<file path="config.mk">
export PLATFORM = sky130hd
export DESIGN_NAME = mi_nios_cpu_mul_wb
export DESIGN_NICKNAME = d
export VERILOG_FILES = /design/src/rtl/mi_nios_cpu_mul_pkg.sv /design/src/rtl/mi_nios_cpu_mul_slot.sv /design/src/rtl/mi_nios_cpu_mul_wb.sv
export SDC_FILE = /design/constraint.sdc
export NUM_CORES = 1
export LEC_CHECK = 0
export BUFFER_PORTS_ARGS = -buffer_cell sky130_fd_sc_hd__buf_4
export CAP_MARGIN = 20
export CORE_MARGIN = 2
export CORE_UTILIZATION = 46
export CTS_CLUSTER_DIAMETER = 200
export DETAILED_ROUTE_END_ITERATION = 8
export HOLD_SLACK_MARGIN = 0.05
export PLACE_DENSITY = 0.88
export SLEW_MARGIN = 10
export SYNTH_ARGS = -nofsm -noshare
export SYNTH_HDL_FRONTEND = slang
export SYNTH_SLANG_ARGS = --single-unit
</file>
<file path="constraint.sdc">
create_clock -name clk -period 1.87 [get_ports clk]
set_clock_uncertainty 0.1 [all_clocks]
set_input_delay 0.2805 -clock clk [delete_from_list [all_inputs] [get_ports clk]]
set_output_delay 0.2805 -clock clk [all_outputs]
set_load 0.05 [all_outputs]
</file>
<file path="src/rtl/mi_nios_cpu_mul_pkg.sv">
// Op codes and decode helpers for the Nios multiply writeback path.
// Defining MI_NIOS_MUL_ROTATE_EN makes op 4 (ROL) a legal, written-back op.
package mi_nios_cpu_mul_pkg;

    localparam int DATA_W_DFLT   = 32;
    localparam int REGNUM_W_DFLT = 5;

    typedef enum logic [2:0] {
        OP_MUL    = 3'd0,
        OP_MULXSS = 3'd1,
        OP_MULXSU = 3'd2,
        OP_MULXUU = 3'd3,
        OP_ROL    = 3'd4
    } mul_op_e;

    typedef enum logic [1:0] {
        SLICE_LO = 2'd0,
        SLICE_HI = 2'd1,
        SLICE_OR = 2'd2
    } slice_e;

    typedef struct packed {
        logic   src1_signed;
        logic   src2_signed;
        slice_e slice;
        logic   legal;
    } mul_dec_t;

    function automatic logic op_legal(input logic [2:0] op);
        case (op)
            OP_MUL, OP_MULXSS, OP_MULXSU, OP_MULXUU: return 1'b1;
`ifdef MI_NIOS_MUL_ROTATE_EN
            OP_ROL: return 1'b1;
`endif
            default: return 1'b0;
        endcase
    endfunction

    // Illegal codes fall through to the plain MUL sign selection.
    function automatic logic op_src1_signed(input logic [2:0] op);
        case (op)
            OP_MULXUU: return 1'b0;
`ifdef MI_NIOS_MUL_ROTATE_EN
            OP_ROL: return 1'b0;
`endif
            default: return 1'b1;
        endcase
    endfunction

    function automatic logic op_src2_signed(input logic [2:0] op);
        case (op)
            OP_MULXSU, OP_MULXUU: return 1'b0;
`ifdef MI_NIOS_MUL_ROTATE_EN
            OP_ROL: return 1'b0;
`endif
            default: return 1'b1;
        endcase
    endfunction

    function automatic slice_e op_slice(input logic [2:0] op);
        case (op)
            OP_MULXSS, OP_MULXSU, OP_MULXUU: return SLICE_HI;
`ifdef MI_NIOS_MUL_ROTATE_EN
            OP_ROL: return SLICE_OR;
`endif
            default: return SLICE_LO;
        endcase
    endfunction

    function automatic mul_dec_t mul_decode(input logic [2:0] op);
        mul_dec_t d;
        d.src1_signed = op_src1_signed(op);
        d.src2_signed = op_src2_signed(op);
        d.slice       = op_slice(op);
        d.legal       = op_legal(op);
        return d;
    endfunction

endpackage

</file>
<file path="src/rtl/mi_nios_cpu_mul_slot.sv">
// One {valid, op, dst} pipeline slot that tracks a multiply alongside the cell's registers.
// Flush beats load; drain empties the slot when its entry moved on without a refill.
module mi_nios_cpu_mul_slot #(
    parameter int REGNUM_W = 5
) (
    input  logic                clk,
    input  logic                reset_n,
    input  logic                load,
    input  logic                drain,
    input  logic                flush,
    input  logic                in_valid,
    input  logic [2:0]          in_op,
    input  logic [REGNUM_W-1:0] in_dst,
    output logic                valid,
    output logic [2:0]          op,
    output logic [REGNUM_W-1:0] dst
);

    always_ff @(posedge clk or negedge reset_n) begin
        if (!reset_n) begin
            valid <= 1'b0;
            op    <= '0;
            dst   <= '0;
        end else begin
            if (flush)
                valid <= 1'b0;
            else if (load)
                valid <= in_valid;
            else if (drain)
                valid <= 1'b0;

            if (load) begin
                op  <= in_op;
                dst <= in_dst;
            end
        end
    end

endmodule

</file>
<file path="src/rtl/mi_nios_cpu_mul_wb.sv">
// Multiply writeback companion: follows ops E->M->A with the cell, writes W, flags E-stage hazards.
// Defining MI_NIOS_MUL_ROTATE_EN enables the ROL op (result = hi | lo).
module mi_nios_cpu_mul_wb
    import mi_nios_cpu_mul_pkg::*;
#(
    parameter int DATA_W   = DATA_W_DFLT,
    parameter int REGNUM_W = REGNUM_W_DFLT
) (
    input  logic                  clk,
    input  logic                  reset_n,
    input  logic                  E_valid,
    input  logic [2:0]            E_mul_op,
    input  logic [REGNUM_W-1:0]   E_dst_regnum,
    input  logic [REGNUM_W-1:0]   E_src1_regnum,
    input  logic [REGNUM_W-1:0]   E_src2_regnum,
    output logic                  E_src1_signed,
    output logic                  E_src2_signed,
    input  logic                  M_en,
    input  logic                  A_en,
    input  logic                  A_kill,
    input  logic                  pipe_flush,
    input  logic [2*DATA_W-1:0]   A_mul_cell_result,
    output logic                  E_mul_hazard,
    output logic                  W_mul_wr_en,
    output logic [REGNUM_W-1:0]   W_mul_wr_regnum,
    output logic [DATA_W-1:0]     W_mul_wr_data
);

    logic                m_valid, a_valid;
    logic [2:0]          m_op, a_op;
    logic [REGNUM_W-1:0] m_dst, a_dst;
    logic                wr_term;

    function automatic logic [DATA_W-1:0] select_slice(input logic [2*DATA_W-1:0] prod,
                                                       input slice_e s);
        case (s)
            SLICE_HI: return prod[2*DATA_W-1:DATA_W];
            SLICE_OR: return prod[2*DATA_W-1:DATA_W] | prod[DATA_W-1:0];
            default:  return prod[DATA_W-1:0];
        endcase
    endfunction

    function automatic logic slot_hazard(input logic                v,
                                         input logic [2:0]          op,
                                         input logic [REGNUM_W-1:0] dst,
                                         input logic [REGNUM_W-1:0] s1,
                                         input logic [REGNUM_W-1:0] s2);
        return v && op_legal(op) && (dst != '0) && ((dst == s1) || (dst == s2));
    endfunction

    assign E_src1_signed = op_src1_signed(E_mul_op);
    assign E_src2_signed = op_src2_signed(E_mul_op);

    // E -> M: loads with the cell's operand register
    mi_nios_cpu_mul_slot #(.REGNUM_W(REGNUM_W)) u_m_slot (
        .clk      (clk),
        .reset_n  (reset_n),
        .load     (M_en),
        .drain    (A_en & ~M_en),
        .flush    (pipe_flush),
        .in_valid (E_valid & ~pipe_flush),
        .in_op    (E_mul_op),
        .in_dst   (E_dst_regnum),
        .valid    (m_valid),
        .op       (m_op),
        .dst      (m_dst)
    );

    // M -> A: loads with the cell's product register
    mi_nios_cpu_mul_slot #(.REGNUM_W(REGNUM_W)) u_a_slot (
        .clk      (clk),
        .reset_n  (reset_n),
        .load     (A_en),
        .drain    (1'b0),
        .flush    (pipe_flush),
        .in_valid (m_valid),
        .in_op    (m_op),
        .in_dst   (m_dst),
        .valid    (a_valid),
        .op       (a_op),
        .dst      (a_dst)
    );

    assign E_mul_hazard = slot_hazard(m_valid, m_op, m_dst, E_src1_regnum, E_src2_regnum)
                        | slot_hazard(a_valid, a_op, a_dst, E_src1_regnum, E_src2_regnum);

    assign wr_term = a_valid & A_en & ~A_kill & ~pipe_flush & op_legal(a_op);

    // A -> W: the product register holds the A-slot op's result while it sits in A
    always_ff @(posedge clk or negedge reset_n) begin
        if (!reset_n) begin
            W_mul_wr_en     <= 1'b0;
            W_mul_wr_regnum <= '0;
            W_mul_wr_data   <= '0;
        end else begin
            W_mul_wr_en <= wr_term;
            if (wr_term) begin
                W_mul_wr_regnum <= a_dst;
                W_mul_wr_data   <= select_slice(A_mul_cell_result, op_slice(a_op));
            end
        end
    end

endmodule
</file>
# After elaboration in Yosys (flattened, before gate mapping)
# Index checks and enable logic that the tools add are counted.
# totals
word_cells	64
ff_bits	56
output_inout_bits	41
in_bits	89
# classes
reduce_logical	18
n_mux	12
bitwise	11
n_eq_ne	14
# ops
operator	n
32-bit one-hot mux with 2 select lines	1
32-bit bitwise OR	1
5-bit == test	4
3-bit by 2-bit == test with 1-bit output (second input constant)	6
1-bit two-way mux	10
5-bit nonzero test	2
4-bit OR reduction	2
1-bit AND	6
3-bit by 1-bit == test with 1-bit output (second input constant)	2
1-bit logical AND	6
3-bit logical NOT	2
1-bit NOT	3
3-bit nonzero test	1
3-bit OR reduction	1
2-bit by 1-bit == test with 1-bit output (second input constant)	1
2-bit == test (second input constant)	1
1-bit logical OR	2
2-bit two-way mux	1
2-bit nonzero test	1
2-bit OR reduction	1
1-bit bitwise OR	1

# Logic depth before layout (Yosys ltp)
# logic_depth
word_depth	7
ltp_mapped	5
depth_no_buf	4

# Cells and area by module
# A second synthesis with hierarchy kept.
# unflattened
hier_cells	238
area_unflattened_um2	2717.6
# by_module_without_submodules
module	seq_area_each_um2	instances	cells_each	area_per_inst_um2
mi_nios_cpu_mul_wb	950.9	1	196	2029.4
mi_nios_cpu_mul_slot	225.2	2	21	344.1

# Worst setup path after synthesis
# OpenSTA, ideal clock, no wires.
# synth_path
path_kind	reg2out
startpoint	register u_m_slot.dst[4]
endpoint	output port E_mul_hazard
n_path_buf	0
stages_incl_launch_ff	5
setup_slack_ps	-134
arrival_ps	1624
required_ps	1490
cell_sequence	dfrtp_1 xor2_1 nor3_1 a22oi_1 o22ai_1
# synth_between
elab_chain_len	4
word_cells_on_any_way	7
classes_between	eq/ne: 2; bitwise: 1; reduce/logical: 4
# synth_lines
element	line	rtl
start: declaration	mi_nios_cpu_mul_slot.sv:16	output logic [REGNUM_W-1:0] dst
start signal: assignment	mi_nios_cpu_mul_slot.sv:34	dst <= in_dst;
5-bit == test / 5-bit nonzero test (equally long branches)	mi_nios_cpu_mul_wb.sv:48	return v && op_legal(op) && (dst != '0) && ((dst == s1) || (dst == s2));
1-bit logical OR / 1-bit logical AND (equally long branches)	mi_nios_cpu_mul_wb.sv:48	
1-bit logical AND *	mi_nios_cpu_mul_wb.sv:48	
1-bit bitwise OR *	mi_nios_cpu_mul_wb.sv:85	| slot_hazard(a_valid, a_op, a_dst, E_src1_regnum, E_src2_regnum);
end: declaration	mi_nios_cpu_mul_wb.sv:23	output logic E_mul_hazard,
# Every way passes the cells marked *; elsewhere a longest branch is shown, timed or not.

# Worst setup path after layout
# layout_path
startpoint	register u_a_slot.dst[1]
endpoint	output port E_mul_hazard
# layout_between
elab_chain_len	4
word_cells_on_any_way	7
classes_between	eq/ne: 2; bitwise: 1; reduce/logical: 4
# layout_lines
element	line
start: declaration	mi_nios_cpu_mul_slot.sv:16
start signal: assignment	mi_nios_cpu_mul_slot.sv:34
5-bit == test / 5-bit nonzero test (equally long branches)	mi_nios_cpu_mul_wb.sv:48
1-bit logical OR / 1-bit logical AND (equally long branches)	mi_nios_cpu_mul_wb.sv:48
1-bit logical AND *	mi_nios_cpu_mul_wb.sv:48
1-bit bitwise OR *	mi_nios_cpu_mul_wb.sv:85
# Marks and branches as above.

==> impl_metrics.tcl <==
set metrics [dict create \
    status "finished, violations left" \
    violations "setup timing" \
    synth.area.top_cells "dfrtp_1 (52%), mux2i_1 (12%), mux2_2 (6.7%)" \
    avgSynthCellArea_um2 11.48 \
    fin_hold_ws_ns 0.1061 \
    fmax_ghz 0.4701 \
    syn_area_mm2 0.002686 \
    place_hpwl_um 4892 \
    cts_sinks 56 \
    drt_wl_total_um 6489 \
    ys_ff_latch 56 \
    yosysUniqueCellTypes 26 \
    worstSetupEndpointType "output port" \
    syn_inst 234 \
    antennaDiodeCount 0 \
    cts-buffers-inserted 5 \
    drv_cap 0 \
    internal-power_uw 2104 \
    yosysTopAreaCellShare 0.5217 \
    cts_buffer_depth 2 \
    layout_common_cells "buf_4 (134), dfrtp_1 (55), mux2i_1 (33)" \
    num_vias 2158 \
    relSlewSlack 0.5416 \
    grt_pass1_wl_um 10060 \
    die_h_um 80.42 \
    ant_nets 0 \
    report.final.slew_viol_count 0 \
    min_period_ns 2.127 \
    ir_drop_mv 0.6930 \
    rsz0062_at_grt "true" \
    swShare 0.3302 \
    die_w_um 80.42 \
    portBuffers 129 \
    area_growth_pct 44.90 \
    h-tree-depth 2 \
    worstPathMaxFanout 4 \
    grt_pass1_vias 2152 \
    tightest_slew_ns 0.6876 \
    p_per_area_mw_per_mm2 807.1 \
    required_ns 1.49 \
    fin_util 0.6983 \
    cp-start-kind "flop" \
    power_frac_comb 0.337 \
    synth.yosys.seq_area_share 0.5217 \
    start_util 0.4819 \
    p_leak_uw 0.002046 \
    track_usage 0.2035 \
    firstDrtPassIters 4 \
    n_fill_cell 438 \
    yosys_warnings 0 \
    io_pins 130 \
    p_total_uw 3142 \
    p_seq_frac 0.453 \
    fp-row-count 27 \
    crit_arrival_ns 1.75 \
    finalSetupViolCount 1 \
    finalNetCount 457 \
    core_area_mm2 0.005574 \
    grt_overflow_total 0 \
    hold_viol 0 \
    power.clock.fraction 0.210 \
    grt_antenna_before_repair 0 \
    min_path_type "input pin to flop" \
    grt_max_degree 57 \
    wl_per_cell_um 14.71 \
    fin_area_mm2 0.003892 \
    gp_congestion 0.8151 \
    worst-setup-path-type "flop to output port" \
    vias_per_cell 4.893 \
    drive_above_1_share 0.4661 \
    fin_crit_sh 1.138 \
    layout_commonest_cell "buf_4" \
    clk_pin_slew_ns 0.09 \
    route.detailed.drc 0 \
    clk_latency_ns 0.30 \
    die_area_mm2 0.006467 \
    p_switching_uw 1037 \
    setup_slack_ns -0.2572 \
    drt-initial-drc-count 41 \
    synth_nets 323 \
    yosysTopAreaCell "dfrtp_1" \
    cts_root_buf "clkbuf_8" \
    placed_area_mm2 0.003736 \
    cts_tree "done" \
]
==> Yosys cell counts (all sizes together) <==
cell,number
inv,1
nand3b,1
a22oi,2
mux2i,33
o21bai,1
o22ai,1
nor2,7
nand2,32
dfrtp,56
a21oi,1
nand2b,1
o21ai,34
nor3,4
nand3,1
buf,9
mux2,21
clkbuf,4
xor2,20
nor2b,2
or4,2
nor3b,1
==> cell type report <==
cell class                 instances  area, um^2  share of cell area
sequential                        56        1403              0.3603
multi-input combinational        164        1217              0.3128
timing repair buffer             140        1089              0.2797
clock buffer                       8       90.09             0.02314
tap                               72       90.09             0.02314
inverter                           1       3.754           0.0009643
==> power groups by stage <==
stage	clock network [uW]	registers (uW)	logic (uW)
final	659	1420	1060
after global routing	737	1440	1130
after CTS	687	1420	1060
after detailed placement	0	1450	1030
after global placement	0	1440	1010
after floorplan	0	1710	383
==> worst max-delay path, stage by stage (launching register included) <==
cell,delay (ns)
dfrtp_2,0.44
buf_6,0.12
xor2_1,0.15
nor3_1,0.23
a22oi_1,0.12
o22ai_2,0.19
buf_6,0.19
==> cells by family (layout without fill, tap and decap cells) <==
logic type | Yosys count | after routing | synth area share
mux | 54 | 54 | 0.2180
buf+inv | 14 | 149 | 0.03446
simple gates | 51 | 51 | 0.08478
compound gates | 39 | 39 | 0.07592
flops | 56 | 56 | 0.5217
xor+xnor | 20 | 20 | 0.06521
==> state kept, by name, indices dropped and copies added (netlist names) <==
| signal | count |
|---|---|
| u_a_slot.valid | 1 |
| u_m_slot.dst | 5 |
| W_mul_wr_regnum | 5 |
| W_mul_wr_en | 1 |
| u_a_slot.dst | 5 |
| W_mul_wr_data | 32 |
| u_a_slot.op | 3 |
| u_m_slot.op | 3 |
| u_m_slot.valid | 1 |
==> per-stage QoR <==
stage	TNS [ns]	setup slack, ns	std cells
final	-0.2572	-0.2572	441
after global routing	-0.3021	-0.3021	441
after CTS	-0.2062	-0.2062	440
after detailed placement	0	0.07398	427
after global placement	0	0.1267	427
after floorplan	0	0.1539	234
==> final timing paths <==
| path | depth (start not counted) | start | slack [ns] | end |
|---|---|---|---|---|
| setup / recovery | 6 | u_a_slot.dst[1] | -0.26 | E_mul_hazard |
| hold / removal | 2 | E_dst_regnum[1] | 0.11 | u_m_slot.dst[1] |
| setup reg to reg | 4 | u_a_slot.op[2] | 0.33 | W_mul_wr_data[0] |
| hold reg to reg | 2 | W_mul_wr_data[8] | 0.39 | W_mul_wr_data[8] |
| max in group asynchronous | 2 | reset_n | 0.73 | u_a_slot.dst[1] |
| min in group asynchronous | 2 | reset_n | 0.46 | W_mul_wr_regnum[3] |
==> layer usage <==
layer  global-route usage  vias up  wire, um
met3              0.03483       12       451
li1                     -     1072         -
met1               0.2326      998      2415
met5                    0        -         0
met4              0.07627        0       129
met2               0.3767       76      3492
==> repair_timing <==
item	4_1_cts	5_1_grt
gates resized for setup	3	2
setup endpoints to repair	1	1
buffers inserted	3	1
cloned	0	0
pin swaps	1	3
hold buffers	2	0
endpoints found under the hold margin	58	0
Power figures use the tool's default switching activity.
